**src/rtl/matrix_code_pkg.sv**
```systemverilog
// Shared constants and check equations for the light-ABFT matrix-code row scheme.
// Used by the row encoder and the row decoder.
package matrix_code_pkg;

  localparam int ROW_WORDS = 4;
  localparam int CHK_WORDS = 3;

  // One bit lane of the row checks; the checks are pure XOR,
  // so applying this to every bit of the words gives {z11, z12, z13}.
  function automatic logic [CHK_WORDS-1:0] mc_row_checks(
    input logic p11,
    input logic p12,
    input logic p13,
    input logic p14
  );
    mc_row_checks = {
      p11 ^ p12 ^ p13,
      p11 ^ p12 ^ p14,
      p11 ^ p13 ^ p14
    };
  endfunction

endpackage

```
**src/rtl/matrix_code_chk_gen.sv**
```systemverilog
// Combinational check-word generator for one 4-word row.
// Ports: p11..p14 data words in, z11..z13 check words out (all DW wide).
module matrix_code_chk_gen
  import matrix_code_pkg::*;
#(
  parameter int DW = 8
) (
  input  logic [DW-1:0] p11,
  input  logic [DW-1:0] p12,
  input  logic [DW-1:0] p13,
  input  logic [DW-1:0] p14,
  output logic [DW-1:0] z11,
  output logic [DW-1:0] z12,
  output logic [DW-1:0] z13
);

  for (genvar b = 0; b < DW; b++) begin : g_lane
    logic [CHK_WORDS-1:0] z;
    assign z = mc_row_checks(p11[b], p12[b], p13[b], p14[b]);
    assign z11[b] = z[2];
    assign z12[b] = z[1];
    assign z13[b] = z[0];
  end

endmodule

```
**src/rtl/matrix_code_row_enc.sv**
```systemverilog
// Streaming matrix-code row encoder: packs 4 input words into a row plus 3 checks.
// Ports: in_* valid/ready word stream, out_* registered row beat, row_count, busy.
module matrix_code_row_enc
  import matrix_code_pkg::*;
#(
  parameter int DW    = 8,
  parameter int CNT_W = 16
) (
  input  logic             clk,
  input  logic             rst_n,
  input  logic             in_valid,
  input  logic [DW-1:0]    in_data,
  output logic             in_ready,
  output logic             out_valid,
  input  logic             out_ready,
  output logic [DW-1:0]    out_p11,
  output logic [DW-1:0]    out_p12,
  output logic [DW-1:0]    out_p13,
  output logic [DW-1:0]    out_p14,
  output logic [DW-1:0]    out_z11,
  output logic [DW-1:0]    out_z12,
  output logic [DW-1:0]    out_z13,
  output logic [CNT_W-1:0] row_count,
  output logic             busy
);

  localparam logic [1:0] LAST = 2'(ROW_WORDS - 1);

  logic [1:0]    cnt;
  logic [DW-1:0] s0, s1, s2;
  logic [DW-1:0] z11, z12, z13;
  logic          in_fire;
  logic          out_fire;
  logic          load;

  // Only the row-completing word waits for the output register.
  assign in_ready = (cnt != LAST) || !out_valid || out_ready;
  assign in_fire  = in_valid && in_ready;
  assign out_fire = out_valid && out_ready;
  assign load     = in_fire && (cnt == LAST);
  assign busy     = (cnt != 2'd0);

  matrix_code_chk_gen #(
    .DW(DW)
  ) u_chk (
    .p11(s0),
    .p12(s1),
    .p13(s2),
    .p14(in_data),
    .z11(z11),
    .z12(z12),
    .z13(z13)
  );

  always_ff @(posedge clk or negedge rst_n) begin
    if (!rst_n) begin
      cnt       <= '0;
      s0        <= '0;
      s1        <= '0;
      s2        <= '0;
      out_valid <= 1'b0;
      out_p11   <= '0;
      out_p12   <= '0;
      out_p13   <= '0;
      out_p14   <= '0;
      out_z11   <= '0;
      out_z12   <= '0;
      out_z13   <= '0;
      row_count <= '0;
    end else begin
      if (in_fire) begin
        unique case (cnt)
          2'd0:    s0 <= in_data;
          2'd1:    s1 <= in_data;
          2'd2:    s2 <= in_data;
          default: ;
        endcase
        cnt <= cnt + 2'd1;
      end
      // A load on the same edge as an output transfer keeps
      // out_valid high, giving bubble-free back-to-back rows.
      if (load) begin
        out_valid <= 1'b1;
        out_p11   <= s0;
        out_p12   <= s1;
        out_p13   <= s2;
        out_p14   <= in_data;
        out_z11   <= z11;
        out_z12   <= z12;
        out_z13   <= z13;
      end else if (out_fire) begin
        out_valid <= 1'b0;
      end
      if (out_fire) begin
        row_count <= row_count + 1'b1;
      end
    end
  end

endmodule
```
**config.mk**
```make
export PLATFORM = sky130hd
export DESIGN_NAME = matrix_code_row_enc
export DESIGN_NICKNAME = d
export VERILOG_FILES = /design/src/rtl/matrix_code_pkg.sv /design/src/rtl/matrix_code_chk_gen.sv /design/src/rtl/matrix_code_row_enc.sv
export SDC_FILE = /design/constraint.sdc
export NUM_CORES = 1
export LEC_CHECK = 0
export BUFFER_PORTS_ARGS = -buffer_cell sky130_fd_sc_hd__buf_2
export CAP_MARGIN = 20
export CELL_PAD_IN_SITES_DETAIL_PLACEMENT = 1
export CELL_PAD_IN_SITES_GLOBAL_PLACEMENT = 2
export CORE_ASPECT_RATIO = 0.6
export CORE_MARGIN = 5
export CORE_UTILIZATION = 37
export CTS_CLUSTER_DIAMETER = 80
export DETAILED_ROUTE_END_ITERATION = 12
export GPL_ROUTABILITY_DRIVEN = 0
export PLACE_DENSITY = 0.77
export SYNTH_ARGS = -nofsm -noshare
export SYNTH_HDL_FRONTEND = slang
export SYNTH_SLANG_ARGS = --single-unit
```
**constraint.sdc**
```tcl
create_clock -name clk -period 1.9 [get_ports clk]
set_clock_uncertainty 0.1 [all_clocks]
set_input_delay 0.095 -clock clk [delete_from_list [all_inputs] [get_ports clk]]
set_output_delay 0.095 -clock clk [all_outputs]
set_load 0.005 [all_outputs]
```
# --- Word-level counts from Yosys, hierarchy flattened ---
# Cells that the tools add are included.
totals:
  wordCells: 73
  n_memories: 0
  latch_bits: 0
  reg_bits: 99
  mem_bits_rw: 0
  romBits: 0
  out_inout_bits: 75
classes:
  multipliers: 0
  reduce_logical: 12
  order_cmp: 0
  n_addsub: 2
  div: 0
  n_eq_ne: 4
  mux: 2
  n_shift: 0
  bitwise_logic: 40
ops:
  columns: ["cell", "n"]
  rows:
  - ["bitwise XOR 1 bit", 40]
  - ["adder 16 x 1 -> 16 bit, second input constant", 1]
  - ["AND reduction 2 bit", 3]
  - ["== test 2 bit, second input constant", 2]
  - ["nonzero test 2 bit", 2]
  - ["logical AND 1 bit", 3]
  - ["adder 2 x 1 -> 2 bit, second input constant", 1]
  - ["== test 2 x 1 -> 1 bit, second input constant", 1]
  - ["logical NOT 2 bit", 1]
  - ["logical OR 1 bit", 2]
  - ["two-way mux 1 bit", 2]
  - ["inequality test 2 bit, second input constant", 1]
  - ["logical NOT 1 bit", 1]

# --- Logic depth before layout (Yosys ltp) ---
logic_depth:
  word_depth: 6
  depth_mapped: 5
  ltp_nobuf: 5

# --- Cells and area by module ---
# A second synthesis with hierarchy kept.
unflattened:
  hier_cells: 270
  area_unflattened_um2: 4476.8
by_module_without_submodules:
  columns: ["mod", "cells_per_inst", "area_each_um2", "n_inst"]
  rows:
  - ["matrix_code_row_enc", 246, 3853.7, 1]
  - ["matrix_code_chk_gen", 24, 623.1, 1]

# --- Worst setup path before layout ---
# OpenSTA, ideal clock, no wires.
synth_path:
  kind: "reg2reg"
  start: "reg cnt[0]"
  end: "reg s0[0]"
  arrival_time_ns: 1.406
  path_slack_ns: 0.269
  period_less_slack_ns: 1.631
  setup_time_ns: 0.125
  path_stages_with_launch: 6
  t_required_ns: 1.675
  cell_sequence: "dfrtp_1 -> ha_1 -> nand3b_4 -> and3_4 -> buf_6 -> mux2_2"
synth_between:
  elab_chain_len: 5
synth_rtl:
  columns: ["element", "line_no", "rtl"]
  rows:
  - ["start, declared", "matrix_code_row_enc.sv:29", "logic [1:0] cnt;"]
  - ["start signal, assigned", "matrix_code_row_enc.sv:78", "cnt <= cnt + 2'd1;"]
  - ["inequality test 2 bit", "matrix_code_row_enc.sv:37", "assign in_ready = (cnt != LAST) || !out_valid || out_ready;"]
  - ["logical OR 1 bit (2 in series)", "matrix_code_row_enc.sv:37", null]
  - ["named net in_ready", "matrix_code_row_enc.sv:13", "output logic in_ready,"]
  - ["logical AND 1 bit", "matrix_code_row_enc.sv:38", "assign in_fire = in_valid && in_ready;"]
  - ["AND reduction 2 bit (no source line)", null, null]
  - ["end signal, assigned", "matrix_code_row_enc.sv:73", "2'd0: s0 <= in_data;"]
  - ["end, declared", "matrix_code_row_enc.sv:30", "logic [DW-1:0] s0, s1, s2;"]
# The timed path passes the listed nets, and every way through them passes these cells.
# A chain may end at the register's enable or synchronous reset.

# --- Worst setup path after layout ---
layout_path:
  start: "reg cnt[0]"
  end: "reg s0[6]"
layout_between:
  elab_chain_len: 5
layout_rtl:
  columns: ["element", "line_no"]
  rows:
  - ["inequality test 2 bit", "matrix_code_row_enc.sv:37"]
  - ["logical OR 1 bit (2 in series)", "matrix_code_row_enc.sv:37"]
  - ["logical AND 1 bit", "matrix_code_row_enc.sv:38"]
  - ["AND reduction 2 bit (no source line) *", null]
# Every way passes the cells marked *; elsewhere a longest branch is shown, timed or not.

==> results.toml <==
[worst_setup_path]
worst_r2r_path_depth = 4
worstPathRequired_ns = 2.03
crit_arrival_ns = 1.84
r2r-end = "s0[6]"
timing.rr.start = "cnt[0]"
cp_max_fo = 8
start_kind = "register"
critPathKind = "register to register"
crit_path_end_kind = "register"
worst-r2r-setup-slack_ns = 0.19

[power_and_ir_drop]
p_per_area_nw_per_um2 = 1680
p_leak_nw = 2.53
irDropWorstVdd_uv = 692

[timing]
drv_slew = 0
setup_violations = 0
fmax_mhz = 585
period_minus_slack_ns = 1.71
slew_headroom_pct = 68.4
grt_setup_unrepaired = "no"
fin_ws_ns = 0.190
tightest_slew_ns = 0.475
setup-tns-final_ns = 0
fin_crit_sh_pct = 90.0
hold_violations = 0

[yosys]
synthCells = 311
ys_seq_elements = 99
synth_top_area_share_pct = 58.8
netlist_area_um2 = 4220
ys_seq_area_share_pct = 58.8
yosysTopAreaCell = "dfrtp_1"
yosysWarnings = 0
synth.top_cells.by_area = "dfrtp_1 59%, mux2_2 15%, xnor2_1 7.1%"
synth_fp_nets = 328
syn_avg_cell_area_um2 = 13.6
synth_cell_types = 26

[detailed_routing]
drc = 0
first_pass_iters = 4
wl_um = 9420
viasPerCell = 4.68
postRouteAntennaNets = 0
post_drt_wl_per_cell_um = 16.8
drt_iter0_drc = 60
num_vias = 2629

[run]
drv_cap = 0

[final_layout]
n_antenna_cell = 0
layout_common_cells = "99 x dfrtp_1, 85 x buf_2, 58 x mux2_2"
nets = 430
drive_above_1_share_pct = 41.4
syn2layout_area_growth_pct = 24.1
layout_commonest_cell = "dfrtp_1"

[cts]
worstSkewPairLatency_ns = 0.34
cts-root-buf = "clkbuf_16"
cts.path.max_buffers = 2
postCtsSetupBuffers = 0
clock_sinks = 99
cts_tree = "done"
cts_resized = 0
numCtsBuffers = 9
htreeDepth = 3
ctsHoldBuffers = 9
clk_pin_slew_worst_paths_ns = 0.07

[hold_path]
hold_depth = 3
min-delay-path-class = "input port to register"
worstHoldStart = "out_ready"
min_to = "row_count[2]"

[global_route]
gr-usage-all-layers_pct = 14.6
grt_max_degree = 44
gr-max-usage-layer = "met2"
grtUsageMet2_pct = 21.9
use_met3_pct = 4.40
grt_pass1_wl_um = 15600
grt_pass1_vias = 2865
antenna_found_initial = 0
met1_usage_pct = 20.6
grt-ovfl-total = 0

[die]
io_pins = 87
start_util_pct = 37.6
rows = 30
dieWidth_um = 148
die_h_um = 92.7
die_area_um2 = 13700
coreArea_um2 = 11200

[placement]
io_buffers = 86
hpwl_um = 6750
pre_cts_slack_ns = 0.191

[status]
status = "finished clean"
## critical path, stage by stage, from the launching register on
cell and delay (ns):
dfrtp_1 0.43, ha_1 0.29, nand3b_4 0.13, and3_4 0.28, mux2_2 0.36
## flip-flops by register name (all words and copies together), names as in the netlist
| register | count |
|---|---|
| out_p11 | 8 |
| out_valid | 1 |
| s2 | 8 |
| out_z13 | 8 |
| out_z12 | 8 |
| s0 | 8 |
| out_z11 | 8 |
| out_p12 | 8 |
| out_p13 | 8 |
| s1 | 8 |
| out_p14 | 8 |
| cnt | 2 |
| row_count | 16 |
## cells in the mapped netlist (all sizes together)
master / instances
ha: 5
and4: 1
nand4: 2
nor3: 1
clkbuf: 1
xor2: 22
xnor2: 34
nand3: 5
and3: 5
inv: 4
nand2: 35
or3: 1
buf: 8
mux2: 58
nor4: 2
o21ai: 24
nand2b: 1
nor2: 2
dfrtp: 99
nand3b: 1
## how the worst max path moves through the flow
stage	startpoint	to	slack [ns]	depth (start not counted)
floorplan	cnt[0]	s0[0]	0.27	5
global placement	cnt[0]	s2[7]	0.24	4
detailed placement	cnt[0]	s1[3]	0.19	4
CTS	cnt[0]	s1[3]	0.16	4
global route	cnt[0]	s1[3]	0.12	4
finish	cnt[0]	s0[6]	0.19	4
## metal layers
layer	share of wire, %	vias up
met5	0	-
met2	45	50
li1	-	1243
met4	1.1	0
met3	4.8	9
met1	49	1327
## power breakdown
part	leakage (nW)	internal [mW]	total [mW]	switching, mW
Clock	0.147	1.06	1.83	0.774
Combinational	1.16	1.80	3.16	1.37
Sequential	1.22	3.04	3.82	0.783
## cell type report
class                   instances  area [um^2]
clock inverters                 4         48.8
inverters                       4         15.0
repair buffers                100          611
clock buffers                  12          246
well taps                     144          180
flip-flops and latches         99         2480
multi-input cells             199         1650
fillers                      1167         5990
## kinds of logic (layout without fill, tap and decap cells)
| kind of cell | Yosys count | after routing | share of synthesized area, % |
|---|---|---|---|
| AO/OA/AOI/OAI | 24 | 24 | 2.85 |
| XOR/XNOR | 56 | 56 | 11.6 |
| adder cells (fa/ha/maj) | 5 | 5 | 1.48 |
| buffers and inverters | 13 | 120 | 1.99 |
| flip-flops | 99 | 99 | 58.8 |
| multiplexers | 58 | 58 | 15.5 |
| AND/OR/NAND/NOR | 56 | 56 | 7.78 |
## stage by stage
step | utilization, % | hold WS (ns) | std cells | area (um^2) | power, mW
3_5_place_dp | 43.2 | -0.00746 | 537 | 4850 | 7.08
5_1_grt | 46.6 | 0.0557 | 562 | 5230 | 9.51
3_3_place_gp | 43.2 | -0.00462 | 537 | 4850 | 6.92
2_1_floorplan | - | -0.301 | 311 | 4220 | 5.77
4_1_cts | 46.6 | 0.0257 | 562 | 5230 | 8.99
6_report | 46.6 | 0.0365 | 562 | 5230 | 8.81
Power figures use the tool's default switching activity.
